`config.mk`:
```
export PLATFORM = sky130hd
export DESIGN_NAME = gate_preactivation_mac
export DESIGN_NICKNAME = d
export VERILOG_FILES = /design/src/rtl/gate_preactivation_mac.sv
export SDC_FILE = /design/constraint.sdc
export NUM_CORES = 1
export LEC_CHECK = 0
export BUFFER_PORTS_ARGS = -buffer_cell sky130_fd_sc_hd__buf_4
export CORE_ASPECT_RATIO = 1.5
export CORE_MARGIN = 2
export CORE_UTILIZATION = 30
export CTS_CLUSTER_SIZE = 25
export DETAILED_ROUTE_END_ITERATION = 10
export SETUP_SLACK_MARGIN = 0.1
export SLEW_MARGIN = 5
export SYNTH_ARGS = -nofsm -noshare
export SYNTH_HDL_FRONTEND = slang
export SYNTH_SLANG_ARGS = --single-unit
```
`constraint.sdc`:
```
create_clock -name clock -period 15 [get_ports clock]
set_clock_uncertainty 0.2 [all_clocks]
set_input_delay 2.25 -clock clock [delete_from_list [all_inputs] [get_ports clock]]
set_output_delay 2.25 -clock clock [all_outputs]
set_load 0.02 [all_outputs]
```
`src/rtl/gate_preactivation_mac.sv`:
```
// Gate pre-activation multiply-accumulate.
// Computes sat(floor(sum(weight[i]*data[i]) / 2^QM) + bias) over VLEN
// streamed weight/data pairs. All operands are signed Q(QN).(QM) fixed
// point. The result feeds the sigmoid/tanh stage of a recurrent cell.
module gate_preactivation_mac #(
  parameter int QN   = 6,
  parameter int QM   = 11,
  parameter int VLEN = 8
) (
  input  logic                      clock,
  input  logic                      reset,
  input  logic                      start,
  input  logic signed [QN+QM:0]     bias,
  input  logic                      in_valid,
  input  logic signed [QN+QM:0]     weight,
  input  logic signed [QN+QM:0]     data,
  output logic                      in_ready,
  output logic                      busy,
  output logic signed [QN+QM:0]     result,
  output logic                      done
);

  localparam int BW   = QN + QM + 1;
  localparam int PW   = 2 * BW;
  localparam int ACCW = 2 * BW + 8;
  localparam int CW   = $clog2(VLEN);
  localparam logic [CW-1:0] LAST_IDX = CW'(VLEN - 1);

  typedef enum logic [1:0] {
    IDLE   = 2'd0,
    ACCUM  = 2'd1,
    FINISH = 2'd2,
    DONE   = 2'd3
  } state_t;

  state_t                   state;
  logic signed [ACCW-1:0]   acc;
  logic        [CW-1:0]     cnt;
  logic signed [BW-1:0]     bias_q;

  logic signed [PW-1:0]     prod;
  logic signed [ACCW-1:0]   prod_ext;
  logic signed [ACCW-1:0]   acc_shr;
  logic signed [ACCW-1:0]   bias_ext;
  logic signed [ACCW-1:0]   sum;
  logic                     sum_ovf;
  logic signed [BW-1:0]     sat_sum;

  // Full-precision product and its sign extension to accumulator width.
  assign prod     = weight * data;
  assign prod_ext = $signed({{(ACCW-PW){prod[PW-1]}}, prod});

  // Rescale and saturate the finished accumulator; all terms are kept
  // signed so the shift is arithmetic (floor toward minus infinity).
  // NOTE: every always_comb output gets a default first so no path can infer a latch.
  always_comb begin
    acc_shr  = acc >>> QM;
    bias_ext = $signed({{(ACCW-BW){bias_q[BW-1]}}, bias_q});
    sum      = acc_shr + bias_ext;
    sum_ovf  = (sum[ACCW-1:BW-1] != {(ACCW-BW+1){sum[ACCW-1]}});
    sat_sum  = sum[BW-1:0];
    if (sum_ovf) begin
      sat_sum = sum[ACCW-1] ? {1'b1, {(BW-1){1'b0}}} : {1'b0, {(BW-1){1'b1}}};
    end
  end

  // Control FSM with datapath registers and registered status outputs.
  // NOTE: sequential state uses non-blocking assignments so every register samples pre-edge values.
  always_ff @(posedge clock) begin
    if (!reset) begin
      state    <= IDLE;
      acc      <= '0;
      cnt      <= '0;
      bias_q   <= '0;
      result   <= '0;
      in_ready <= 1'b0;
      busy     <= 1'b0;
      done     <= 1'b0;
    end else begin
      case (state)
        IDLE: begin
          if (start) begin
            state    <= ACCUM;
            acc      <= '0;
            cnt      <= '0;
            bias_q   <= bias;
            in_ready <= 1'b1;
            busy     <= 1'b1;
          end
        end
        ACCUM: begin
          if (in_valid) begin
            acc <= acc + prod_ext;
            if (cnt == LAST_IDX) begin
              state    <= FINISH;
              in_ready <= 1'b0;
            end else begin
              cnt <= cnt + 1'b1;
            end
          end
        end
        FINISH: begin
          result <= sat_sum;
          done   <= 1'b1;
          state  <= DONE;
        end
        DONE: begin
          done  <= 1'b0;
          busy  <= 1'b0;
          state <= IDLE;
        end
        default: begin
          state    <= IDLE;
          in_ready <= 1'b0;
          busy     <= 1'b0;
          done     <= 1'b0;
        end
      endcase
    end
  end

endmodule
```
==> results of run 1 <==
## final cells by class
class | instances | area share (%)
clock buffer | 10 | 1.11
tap | 877 | 5.08
multi-input combinational | 1581 | 74.8
inverter | 458 | 7.97
timing repair buffer | 81 | 2.82
clock inverter | 4 | 0.104
sequential | 88 | 8.16
## synth_stat cells, types with 4 or more instances
| master | number | area share (%) |
|---|---|---|
| sky130_fd_sc_hd__o21ai_0 | 48 | 1.2 |
| sky130_fd_sc_hd__a21oi_2 | 4 | 0.18 |
| sky130_fd_sc_hd__nand2_1 | 250 | 4.7 |
| sky130_fd_sc_hd__ha_1 | 168 | 11 |
| sky130_fd_sc_hd__o21bai_1 | 11 | 0.41 |
| sky130_fd_sc_hd__dfxtp_1 | 88 | 8.8 |
| sky130_fd_sc_hd__clkbuf_1 | 70 | 1.3 |
| sky130_fd_sc_hd__a31oi_1 | 10 | 0.31 |
| sky130_fd_sc_hd__a211oi_1 | 9 | 0.34 |
| sky130_fd_sc_hd__nand4_1 | 5 | 0.16 |
| sky130_fd_sc_hd__xnor2_1 | 39 | 1.7 |
| sky130_fd_sc_hd__fa_1 | 401 | 40 |
| sky130_fd_sc_hd__or3_1 | 8 | 0.25 |
| sky130_fd_sc_hd__nand2b_1 | 14 | 0.44 |
| sky130_fd_sc_hd__nor2b_1 | 42 | 1.3 |
| sky130_fd_sc_hd__o211ai_1 | 8 | 0.30 |
| sky130_fd_sc_hd__a21oi_1 | 65 | 1.6 |
| sky130_fd_sc_hd__and2_1 | 174 | 5.5 |
| sky130_fd_sc_hd__inv_1 | 457 | 8.6 |
| sky130_fd_sc_hd__o31a_1 | 4 | 0.18 |
| sky130_fd_sc_hd__a21boi_0 | 22 | 0.83 |
| sky130_fd_sc_hd__nor3_1 | 13 | 0.33 |
| sky130_fd_sc_hd__a221o_1 | 18 | 0.90 |
| sky130_fd_sc_hd__a21o_1 | 39 | 1.5 |
| sky130_fd_sc_hd__o21ai_1 | 6 | 0.15 |
| sky130_fd_sc_hd__or4_1 | 4 | 0.15 |
| sky130_fd_sc_hd__nand3_1 | 19 | 0.48 |
| sky130_fd_sc_hd__xor2_1 | 24 | 1.1 |
| sky130_fd_sc_hd__nor2_1 | 64 | 1.2 |
| sky130_fd_sc_hd__and3_1 | 8 | 0.25 |
| sky130_fd_sc_hd__o21a_1 | 12 | 0.45 |
| sky130_fd_sc_hd__o31ai_1 | 5 | 0.19 |
| sky130_fd_sc_hd__a22oi_1 | 26 | 0.98 |
| sky130_fd_sc_hd__o211a_1 | 4 | 0.20 |
## routing by layer
| layer | vias up | routed length (um) | track usage [%] |
|---|---|---|---|
| met5 | - | 14 | 0 |
| li1 | 6885 | - | - |
| met4 | 2 | 1440 | 4.43 |
| met1 | 7598 | 18600 | 16.3 |
| met3 | 88 | 1140 | 1.17 |
| met2 | 231 | 29300 | 31.0 |
## metrics by stage
stage               util [%]  std cells  setup WS, ns  hold WS [ns]
floorplan                  -       2207          5.69         0.241
global placement        32.4       3085          5.55         0.262
detailed placement      32.4       3085          5.43         0.266
CTS                     32.8       3099          5.80         0.275
global route            32.8       3099          5.33         0.300
finish                  32.8       3099          5.84         0.273
## flip-flops by register name, summed over array words and instances, names as in the netlist
name and cells:
state 2, in_ready 1, done 1, busy 1, cnt 3, result 18
acc 44, bias_q 18
## cell families (layout without fill, tap and decap cells)
| family | Yosys count | after routing | synth area share (%) |
|---|---|---|---|
| AND/OR/NAND/NOR | 623 | 623 | 15.7 |
| adder cells (fa/ha/maj) | 569 | 569 | 50.8 |
| buffers and inverters | 538 | 553 | 10.3 |
| AO/OA/AOI/OAI | 324 | 324 | 11.5 |
| flip-flops | 88 | 88 | 8.83 |
| XOR/XNOR | 63 | 63 | 2.77 |
| multiplexers | 2 | 2 | 0.100 |
## layout by cell type, fill, tap and decap left out, types with 9 or more instances in the layout
master,netlist,layout
sky130_fd_sc_hd__a211oi_1,9,9
sky130_fd_sc_hd__a21boi_0,22,22
sky130_fd_sc_hd__a21o_1,39,39
sky130_fd_sc_hd__a21oi_1,65,65
sky130_fd_sc_hd__a221o_1,18,18
sky130_fd_sc_hd__a22oi_1,26,26
sky130_fd_sc_hd__a31oi_1,10,10
sky130_fd_sc_hd__and2_1,174,174
sky130_fd_sc_hd__buf_4,3,81
sky130_fd_sc_hd__clkbuf_16,0,9
sky130_fd_sc_hd__dfxtp_1,88,88
sky130_fd_sc_hd__fa_1,401,401
sky130_fd_sc_hd__ha_1,168,168
sky130_fd_sc_hd__inv_1,457,457
sky130_fd_sc_hd__nand2_1,250,250
sky130_fd_sc_hd__nand2b_1,14,14
sky130_fd_sc_hd__nand3_1,19,19
sky130_fd_sc_hd__nor2_1,64,64
sky130_fd_sc_hd__nor2b_1,42,42
sky130_fd_sc_hd__nor3_1,13,13
sky130_fd_sc_hd__o21a_1,12,12
sky130_fd_sc_hd__o21ai_0,48,48
sky130_fd_sc_hd__o21bai_1,11,11
sky130_fd_sc_hd__xnor2_1,39,39
sky130_fd_sc_hd__xor2_1,24,24
## worst min-delay path by stage
stage / start / to / slack [ns]
floorplan: acc[43]$_SDFFE_PN0P_ / acc[43]$_SDFFE_PN0P_ / 0.24
global placement: bias_q[5]$_SDFFE_PN0P_ / bias_q[5]$_SDFFE_PN0P_ / 0.26
detailed placement: bias_q[7]$_SDFFE_PN0P_ / bias_q[7]$_SDFFE_PN0P_ / 0.27
CTS: bias_q[7]$_SDFFE_PN0P_ / bias_q[7]$_SDFFE_PN0P_ / 0.27
global route: bias_q[7]$_SDFFE_PN0P_ / bias_q[7]$_SDFFE_PN0P_ / 0.30
finish: bias_q[7]$_SDFFE_PN0P_ / bias_q[7]$_SDFFE_PN0P_ / 0.27
## worst register-to-register path: stages, from the launching register on
cell	delay (ns)
sky130_fd_sc_hd__dfxtp_1	0.45
sky130_fd_sc_hd__inv_1	0.10
sky130_fd_sc_hd__fa_1	0.53
sky130_fd_sc_hd__inv_1	0.05
sky130_fd_sc_hd__fa_1	0.48
sky130_fd_sc_hd__fa_1	0.59
sky130_fd_sc_hd__fa_1	0.44
sky130_fd_sc_hd__ha_1	0.29
sky130_fd_sc_hd__ha_1	0.36
sky130_fd_sc_hd__a21o_1	0.21
sky130_fd_sc_hd__o41ai_2	0.47
sky130_fd_sc_hd__o21ai_0	0.25
sky130_fd_sc_hd__a21bo_2	0.25
sky130_fd_sc_hd__a21oi_1	0.22
sky130_fd_sc_hd__o21bai_1	0.17
sky130_fd_sc_hd__a221o_1	0.40
sky130_fd_sc_hd__a21oi_1	0.18
sky130_fd_sc_hd__xor2_1	0.18
sky130_fd_sc_hd__o21ai_0	0.09
==> results.toml, run 1 <==
[status]
run_status = "finished, final reports clean"

[critical_path]
worst_path_largest_cell_delay_ns = 0.85
start_kind = "primary input"
timing.reg2reg.setup_slack_ns = 8.96
reg2reg_start = "acc[11]$_SDFFE_PN0P_"
crit_path_max_fanout = 19
critical_path.slowest_cell = "sky130_fd_sc_hd__inv_1"
required_ns = 15.02
critical_path_arrival_ns = 9.18
critical_path.n_buffers_inverters = 7
setup.worst_path.end = "acc[43]$_SDFFE_PN0P_"
endpoint_kind = "flip-flop"
critPathTopFamily = "adder cells"
worstSetupPathDepth = 25
r2r_end = "acc[42]$_SDFFE_PN0P_"
timing.critical_path.from = "data[0]"
worstRegToRegCells = 18
critPathKind = "primary input to flip-flop"

[die]
core_area_um2 = 65800
die_span_in_y_um = 320
die_w_um = 215
design.die.area_um2 = 68600
std_cell_rows = 115
initial_utilization_pct = 30.3
design.portCount = 79

[min_path]
min_path_type = "flip-flop to flip-flop"
min_path_cells = 2

[finish]
area.growth.synth_to_final_pct = 8.21
insertedDiodeCount = 0
multi_input_comb_area_um2 = 16100
final-seq-area_um2 = 1760
n_fill_cell = 6884
final_layout_size_suffix_gt1_share_pct = 5.36
num-nets-final = 2846
fin_area_um2 = 21600

[route]
detail_route.vias_per_cell = 4.78
finalWirelength_mm = 50.5
drt-initial-drc-count = 689
antenna_left = 0
wl_per_cell_um = 16.3
vias = 14800
drt_first_pass_iters = 5
drc_errors = 0

[cts]
clock_tree_root = "sky130_fd_sc_hd__clkbuf_16"
cts.htree.levels = 3
cts_tree = "yes"
cts.sink_count = 88
ctsResizeCount = 0
clk_latency_ns = 0.35
clk_pin_slew_worst_paths_ns = 0.06
cts-buffers-inserted = 9
number_of_buffers_inserted_by_post_cts_setup_repair = 0
number_of_buffers_inserted_by_hold_repair_at_cts = 0
buffers_from_clock_root_to_sink_at_most = 2

[sta]
drv_slew = 0
relSlewSlack_pct = 23.0
min_period_over_period_pct = 61.1
finalSetupTns_ns = 0
setup_viol = 0
fmaxAchievable_ghz = 0.109
finalCriticalPeriod_ns = 9.16
rsz_0062_raised_after_global_routing = "false"
slew_at_the_pin_closest_to_its_max_slew_limit_ns = 1.15
finalHoldViolations = 0

[flow_run]
maximum_capacitance_violations = 0

[global_route]
antenna_violations_before_repair = 1
grt_pass1_vias = 16000
groute.usage.overall_pct = 15.2
globalRouteOverflowTotal = 0
grt_max_degree = 52
global_route_wire_length_before_repair_mm = 83.4

[yosys]
ys_seq_elements = 88
synth_enable_flop_cells = 0
seq_area_frac_synth_pct = 8.83
synthCells = 2207
yosysWarningCount = 0
ys_async_sr_fraction_pct = 0
synth_cell_type_count = 82
avgSynthCellArea_um2 = 9.04
synthFlopType = "sky130_fd_sc_hd__dfxtp_1"
synthesized_area_um2 = 19900
syn_nets = 2834

[place]
place_hpwl_mm = 43.0
gp_congestion = 0.855
buffer_ports.inserted = 78
area_after_dpl_um2 = 21300
Power of run 1 is not shown: default switching activity piles up to over one toggle a cycle in this logic, so the estimate is an artifact.
==> inputs of run 2 (changes only) <==
==> constraint.sdc (replaced) <==
create_clock -name clock -period 7.4 [get_ports clock]
set_clock_uncertainty 0.2 [all_clocks]
set_input_delay 1.11 -clock clock [delete_from_list [all_inputs] [get_ports clock]]
set_output_delay 1.11 -clock clock [all_outputs]
set_load 0.02 [all_outputs]
==> run 2 against run 1 <==
Via count rose by 4.6%. Global-route usage grew 0.77 points. Sequential share of layout area is 0.76 points lower. Worst setup slack got worse by 5.6 ns. Sequential cell count stayed put. Die area unchanged. Non-clock buffer count is 201 higher. Register-to-register slack lost 7.1 ns. Cell count up 6.6%.
==> results.toml, run 2 (synthesis gave the netlist of run 1 again) <==
[die]
die_span_in_y_um = 320
initial_utilization_pct = 30.3
design.portCount = 79
die_w_um = 215
std_cell_rows = 115
design.die.area_um2 = 68600
core_area_um2 = 65800

[route]
finalWirelength_mm = 53.2
met2WireLength_mm = 31.3
drt-initial-drc-count = 672
met3WireLength_um = 910
wl_per_cell_um = 16.1
detail_route.vias_per_cell = 4.69
antenna_left = 0
drc_errors = 0
drt_first_pass_iters = 5
wirelength_met1_mm = 19.2
top_layer_used = "met4"
vias = 15500

[critical_path]
setup.worst_path.end = "acc[32]$_SDFFE_PN0P_"
worstRegToRegCells = 21
r2r_end = "acc[32]$_SDFFE_PN0P_"
endpoint_kind = "flip-flop"
timing.critical_path.from = "weight[5]"
reg2reg_start = "acc[14]$_SDFFE_PN0P_"
timing.reg2reg.setup_slack_ns = 1.87
required_ns = 7.48
start_kind = "primary input"
critical_path_arrival_ns = 7.21
critPathKind = "primary input to flip-flop"
crit_path_max_fanout = 5

[sta]
finalHoldViolations = 0
post-route-worst-setup-slack_ns = 0.269
finalCriticalPeriod_ns = 7.13
rsz_0062_raised_after_global_routing = "true"
fmaxAchievable_ghz = 0.140
slew_at_the_pin_closest_to_its_max_slew_limit_ns = 1.19
min_period_over_period_pct = 96.4
relSlewSlack_pct = 20.8
drv_slew = 0
finalSetupTns_ns = 0
setup_viol = 0

[min_path]
min_path_cells = 2
min_path_type = "flip-flop to flip-flop"

[global_route]
global_route_wire_length_before_repair_mm = 87.9
antenna_violations_before_repair = 0
grt_max_degree = 62
globalRouteOverflowTotal = 0
groute.usage.overall_pct = 15.9
grt_pass1_vias = 17000

[cts]
cts.sink_count = 88
cts-buffers-inserted = 9
cts.htree.levels = 3
buffers_from_clock_root_to_sink_at_most = 2
clk_latency_ns = 0.36
cts_tree = "yes"
clock_tree_root = "sky130_fd_sc_hd__clkbuf_16"
clk_pin_slew_worst_paths_ns = 0.08

[place]
place_hpwl_mm = 46.5
dp_worst_setup_slack_ns = -0.277
gp_congestion = 0.880
area_after_dpl_um2 = 23000
buffer_ports.inserted = 78

[finish]
insertedDiodeCount = 0
largest_register_ff_count = 44
area.growth.synth_to_final_pct = 19.4
num-nets-final = 3047
largest-register = "acc"
fin_area_um2 = 23800
layout_top_registers = "acc x44, bias_q x18, result x18"
final_common_cell = "sky130_fd_sc_hd__inv_1"
commonest_cells_after_routing_fill_and_taps_aside = "450 x sky130_fd_sc_hd__inv_1, 390 x sky130_fd_sc_hd__fa_1, 255 x sky130_fd_sc_hd__buf_4"
final_layout_size_suffix_gt1_share_pct = 16.7

[status]
run_status = "finished, final reports clean"

[flow_run]
maximum_capacitance_violations = 0
-- run 2: changes by cell type in the layout (fill, tap and decap cells not counted), moves of 11 or more --
cell and change:
sky130_fd_sc_hd__buf_4 +174, sky130_fd_sc_hd__buf_6 +18, sky130_fd_sc_hd__ha_1 -18, sky130_fd_sc_hd__ha_4 +18, sky130_fd_sc_hd__a21oi_1 -12, sky130_fd_sc_hd__a21oi_2 +11, sky130_fd_sc_hd__fa_1 -11, sky130_fd_sc_hd__fa_2 +11
-- run 2: worst min path at each step --
stage | startpoint | to | slack [ns]
4_1_cts | bias_q[0]$_SDFFE_PN0P_ | bias_q[0]$_SDFFE_PN0P_ | 0.28
6_report | bias_q[0]$_SDFFE_PN0P_ | bias_q[0]$_SDFFE_PN0P_ | 0.27
3_5_place_dp | bias_q[0]$_SDFFE_PN0P_ | bias_q[0]$_SDFFE_PN0P_ | 0.26
2_1_floorplan | acc[43]$_SDFFE_PN0P_ | acc[43]$_SDFFE_PN0P_ | 0.24
5_1_grt | bias_q[10]$_SDFFE_PN0P_ | bias_q[10]$_SDFFE_PN0P_ | 0.30
3_3_place_gp | bias_q[0]$_SDFFE_PN0P_ | bias_q[0]$_SDFFE_PN0P_ | 0.26
-- run 2: metrics by stage --
| stage | instances | hold WS [ns] | utilization (%) |
|---|---|---|---|
| after CTS | 3297 | 0.276 | 35.4 |
| after detailed placement | 3281 | 0.265 | 34.9 |
| after global routing | 3302 | 0.299 | 36.2 |
| final | 3302 | 0.271 | 36.2 |
| after floorplan | 2207 | 0.244 | - |
| after global placement | 3281 | 0.259 | 34.9 |
-- run 2: repair_timing --
item,in CTS,in global routing
cloned,0,2
endpoints found under the hold margin,0,0
gates resized for setup,2,104
buffers inserted,0,3
hold buffers,0,0
setup endpoints to repair,6,18
pin swaps,0,43
-- run 2: layout make-up --
type,instances,area (um^2)
inverter,458,1730
timing repair buffer,282,2310
clock inverter,7,78.8
sequential,88,1760
clock buffer,9,225
tap,877,1100
multi-input combinational,1581,16600
fill,6725,41900
-- run 2: critical path, stage by stage --
cell and delay, ns:
sky130_fd_sc_hd__buf_12 0.12, sky130_fd_sc_hd__and2_4 0.14, sky130_fd_sc_hd__fa_1 0.56, sky130_fd_sc_hd__inv_2 0.05, sky130_fd_sc_hd__fa_1 0.53, sky130_fd_sc_hd__inv_1 0.05, sky130_fd_sc_hd__fa_1 0.50, sky130_fd_sc_hd__fa_1 0.46
sky130_fd_sc_hd__fa_1 0.50, sky130_fd_sc_hd__fa_1 0.55, sky130_fd_sc_hd__fa_1 0.58, sky130_fd_sc_hd__ha_4 0.23, sky130_fd_sc_hd__a21oi_4 0.13, sky130_fd_sc_hd__o22ai_2 0.09, sky130_fd_sc_hd__a211oi_2 0.17, sky130_fd_sc_hd__o21ai_2 0.09
sky130_fd_sc_hd__a21bo_2 0.24, sky130_fd_sc_hd__a21oi_2 0.14, sky130_fd_sc_hd__o211a_1 0.29, sky130_fd_sc_hd__buf_6 0.13, sky130_fd_sc_hd__nor2b_1 0.04, sky130_fd_sc_hd__o21a_1 0.17, sky130_fd_sc_hd__o21a_1 0.17, sky130_fd_sc_hd__o31ai_1 0.18
-- run 2: metal layers --
metal  up-vias  GRT usage, %
li1       7290             -
met1      7910          16.9
met2       201          32.7
met3        85          1.18
met4         0          5.02
met5         -             0
Power of run 2 is left out for the same reason.
==> inputs of run 3 (changes only) <==
--- a/config.mk
+++ b/config.mk
@@ -7,7 +7,6 @@
 export LEC_CHECK = 0
 export BUFFER_PORTS_ARGS = -buffer_cell sky130_fd_sc_hd__buf_4
 export CORE_ASPECT_RATIO = 1.5
-export CORE_MARGIN = 2
 export CORE_UTILIZATION = 30
 export CTS_CLUSTER_SIZE = 25
 export DETAILED_ROUTE_END_ITERATION = 10
==> run 3 against run 2 <==
Hold slack improved by 0.0030 ns. Wire length decreased by 2.4%. Critical path depth unchanged. Non-clock buffer count is 4 lower. Die area fell by 1.6%. Fmax fell by 0.22%. Utilization decreased by 0.29 points. Final area shrank 1.0%. Via count shrank 0.94%. Clock-buffer cell count unchanged.
==> results.toml, run 3 (synthesis gave the netlist of run 1 again) <==
[global_route]
antenna_violations_before_repair = 0
grt_max_degree = 62
grt_pass1_vias = 16400
globalRouteOverflowTotal = 0
groute.usage.overall_pct = 15.8
global_route_wire_length_before_repair_mm = 83.7

[critical_path]
critical_path.n_buffers_inverters = 4
start_kind = "primary input"
path_common_cell = "sky130_fd_sc_hd__fa_1"
reg2reg_start = "acc[11]$_SDFFE_PN0P_"
critPathKind = "primary input to flip-flop"
critical_path_arrival_ns = 7.16
worstRegToRegCells = 19
worstSetupPathDepth = 24
required_ns = 7.42
crit_path_max_fanout = 8
critical_path.slowest_cell = "sky130_fd_sc_hd__fa_1"
cp_cell_sequence = "buf_4 > and2_1 > fa_1 > inv_1 > fa_1 > inv_1 > fa_1 > fa_1 > fa_1 > fa_1 > fa_2 > ha_4 > a21oi_1 > o21ai_1 > a31o_2 > a21boi_1 > o21ai_2 > a21oi_2 > buf_4 > o21ai_0 > o21ai_1 > nand2b_1 > xnor2_1 > o21ai_0"
critPathTopFamily = "adder cells"
worst_path_largest_cell_delay_ns = 0.63
endpoint_kind = "flip-flop"
timing.critical_path.from = "weight[5]"

[place]
dp_worst_setup_slack_ns = -0.346
place_hpwl_mm = 45.9
buffer_ports.inserted = 78
gp_congestion = 0.885

[sta]
finalHoldViolations = 0
drv_slew = 0
relSlewSlack_pct = 21.1
finalCriticalPeriod_ns = 7.15
fmaxAchievable_ghz = 0.140
post-route-worst-setup-slack_ns = 0.254
rsz_0062_raised_after_global_routing = "true"
slew_at_the_pin_closest_to_its_max_slew_limit_ns = 1.18
min_period_over_period_pct = 96.6
setup_viol = 0

[finish]
commonest_cells_after_routing_fill_and_taps_aside = "454 x sky130_fd_sc_hd__inv_1, 394 x sky130_fd_sc_hd__fa_1, 270 x sky130_fd_sc_hd__buf_4"
largest-register = "acc"
insertedDiodeCount = 0
n_fill_cell = 6832
final_util_pct = 35.9
area.growth.synth_to_final_pct = 18.2
largest_register_ff_count = 44
final_layout_size_suffix_gt1_share_pct = 15.8
final_common_cell = "sky130_fd_sc_hd__inv_1"
layout_top_registers = "acc x44, bias_q x18, result x18"
num-nets-final = 3043

[die]
core_area_um2 = 65600
design.die.area_um2 = 67500
initial_utilization_pct = 30.4
die_w_um = 213
design.portCount = 79
die_span_in_y_um = 318
std_cell_rows = 115

[route]
wl_per_cell_um = 15.7
finalWirelength_mm = 51.9
drt_first_pass_iters = 5
antenna_left = 0
detail_route.vias_per_cell = 4.65
drt-initial-drc-count = 564
vias = 15300
drc_errors = 0

[status]
run_status = "finished, final reports clean"

[cts]
clk_latency_ns = 0.36
cts.sink_count = 88
cts-buffers-inserted = 9
buffers_from_clock_root_to_sink_at_most = 2
clock_tree_root = "sky130_fd_sc_hd__clkbuf_16"
clk_pin_slew_worst_paths_ns = 0.07
cts.htree.levels = 3
cts_tree = "yes"

[flow_run]
maximum_capacitance_violations = 0

[min_path]
min_path_cells = 2
min_path_type = "flip-flop to flip-flop"
worst_hold_startpoint = "bias_q[12]$_SDFFE_PN0P_"
run 3: path summary, 6_finish.rpt:
kind / end / slack (ns)
max reg2reg: acc[42]$_SDFFE_PN0P_ / 1.88
max: acc[31]$_SDFFE_PN0P_ / 0.25
min: bias_q[12]$_SDFFE_PN0P_ / 0.27
min reg2reg: bias_q[12]$_SDFFE_PN0P_ / 0.27
run 3: layout make-up:
type | count | area, um^2 | share of cell area (%)
clock inverters | 7 | 71.3 | 0.303
repair buffers | 278 | 2160 | 9.15
clock buffers | 9 | 225 | 0.956
multi-input cells | 1581 | 16500 | 70.1
inverters | 458 | 1730 | 7.33
flip-flops and latches | 88 | 1760 | 7.48
well taps | 877 | 1100 | 4.66
run 3: worst min-delay path, delay by kind of cell (launching register included):
kind	cells	cell delay, ns
simple gates	1	0.05
compound gates	1	0.07
flops	1	0.31
run 3: metrics by stage:
step           std cells  hold WS [ns]  TNS, ns  area, um^2
3_5_place_dp        3280         0.264    -2.79       23000
4_1_cts             3296         0.274        0       23300
3_3_place_gp        3280         0.260    -2.10       23000
5_1_grt             3298         0.307  -0.0151       23600
2_1_floorplan       2207         0.244   -0.266       20100
6_report            3298         0.274        0       23600
run 3: repair_timing:
action | 4_1_cts | 5_1_grt
buffers inserted | 0 | 2
hold buffers | 0 | 0
gates cloned | 0 | 0
resized for setup | 2 | 65
pin swaps | 0 | 24
setup endpoints to repair | 2 | 18
hold endpoints to repair | 0 | 0
run 3: per-layer routing:
layer / up-vias / part of all wire (%) / GRT usage (%)
met5: - / 0 / 0
met4: 0 / 3.0 / 4.73
met3: 61 / 1.5 / 1.09
met2: 149 / 59 / 32.6
met1: 7853 / 36 / 16.2
li1: 7277 / - / -
Power of run 3 is left out for the same reason.
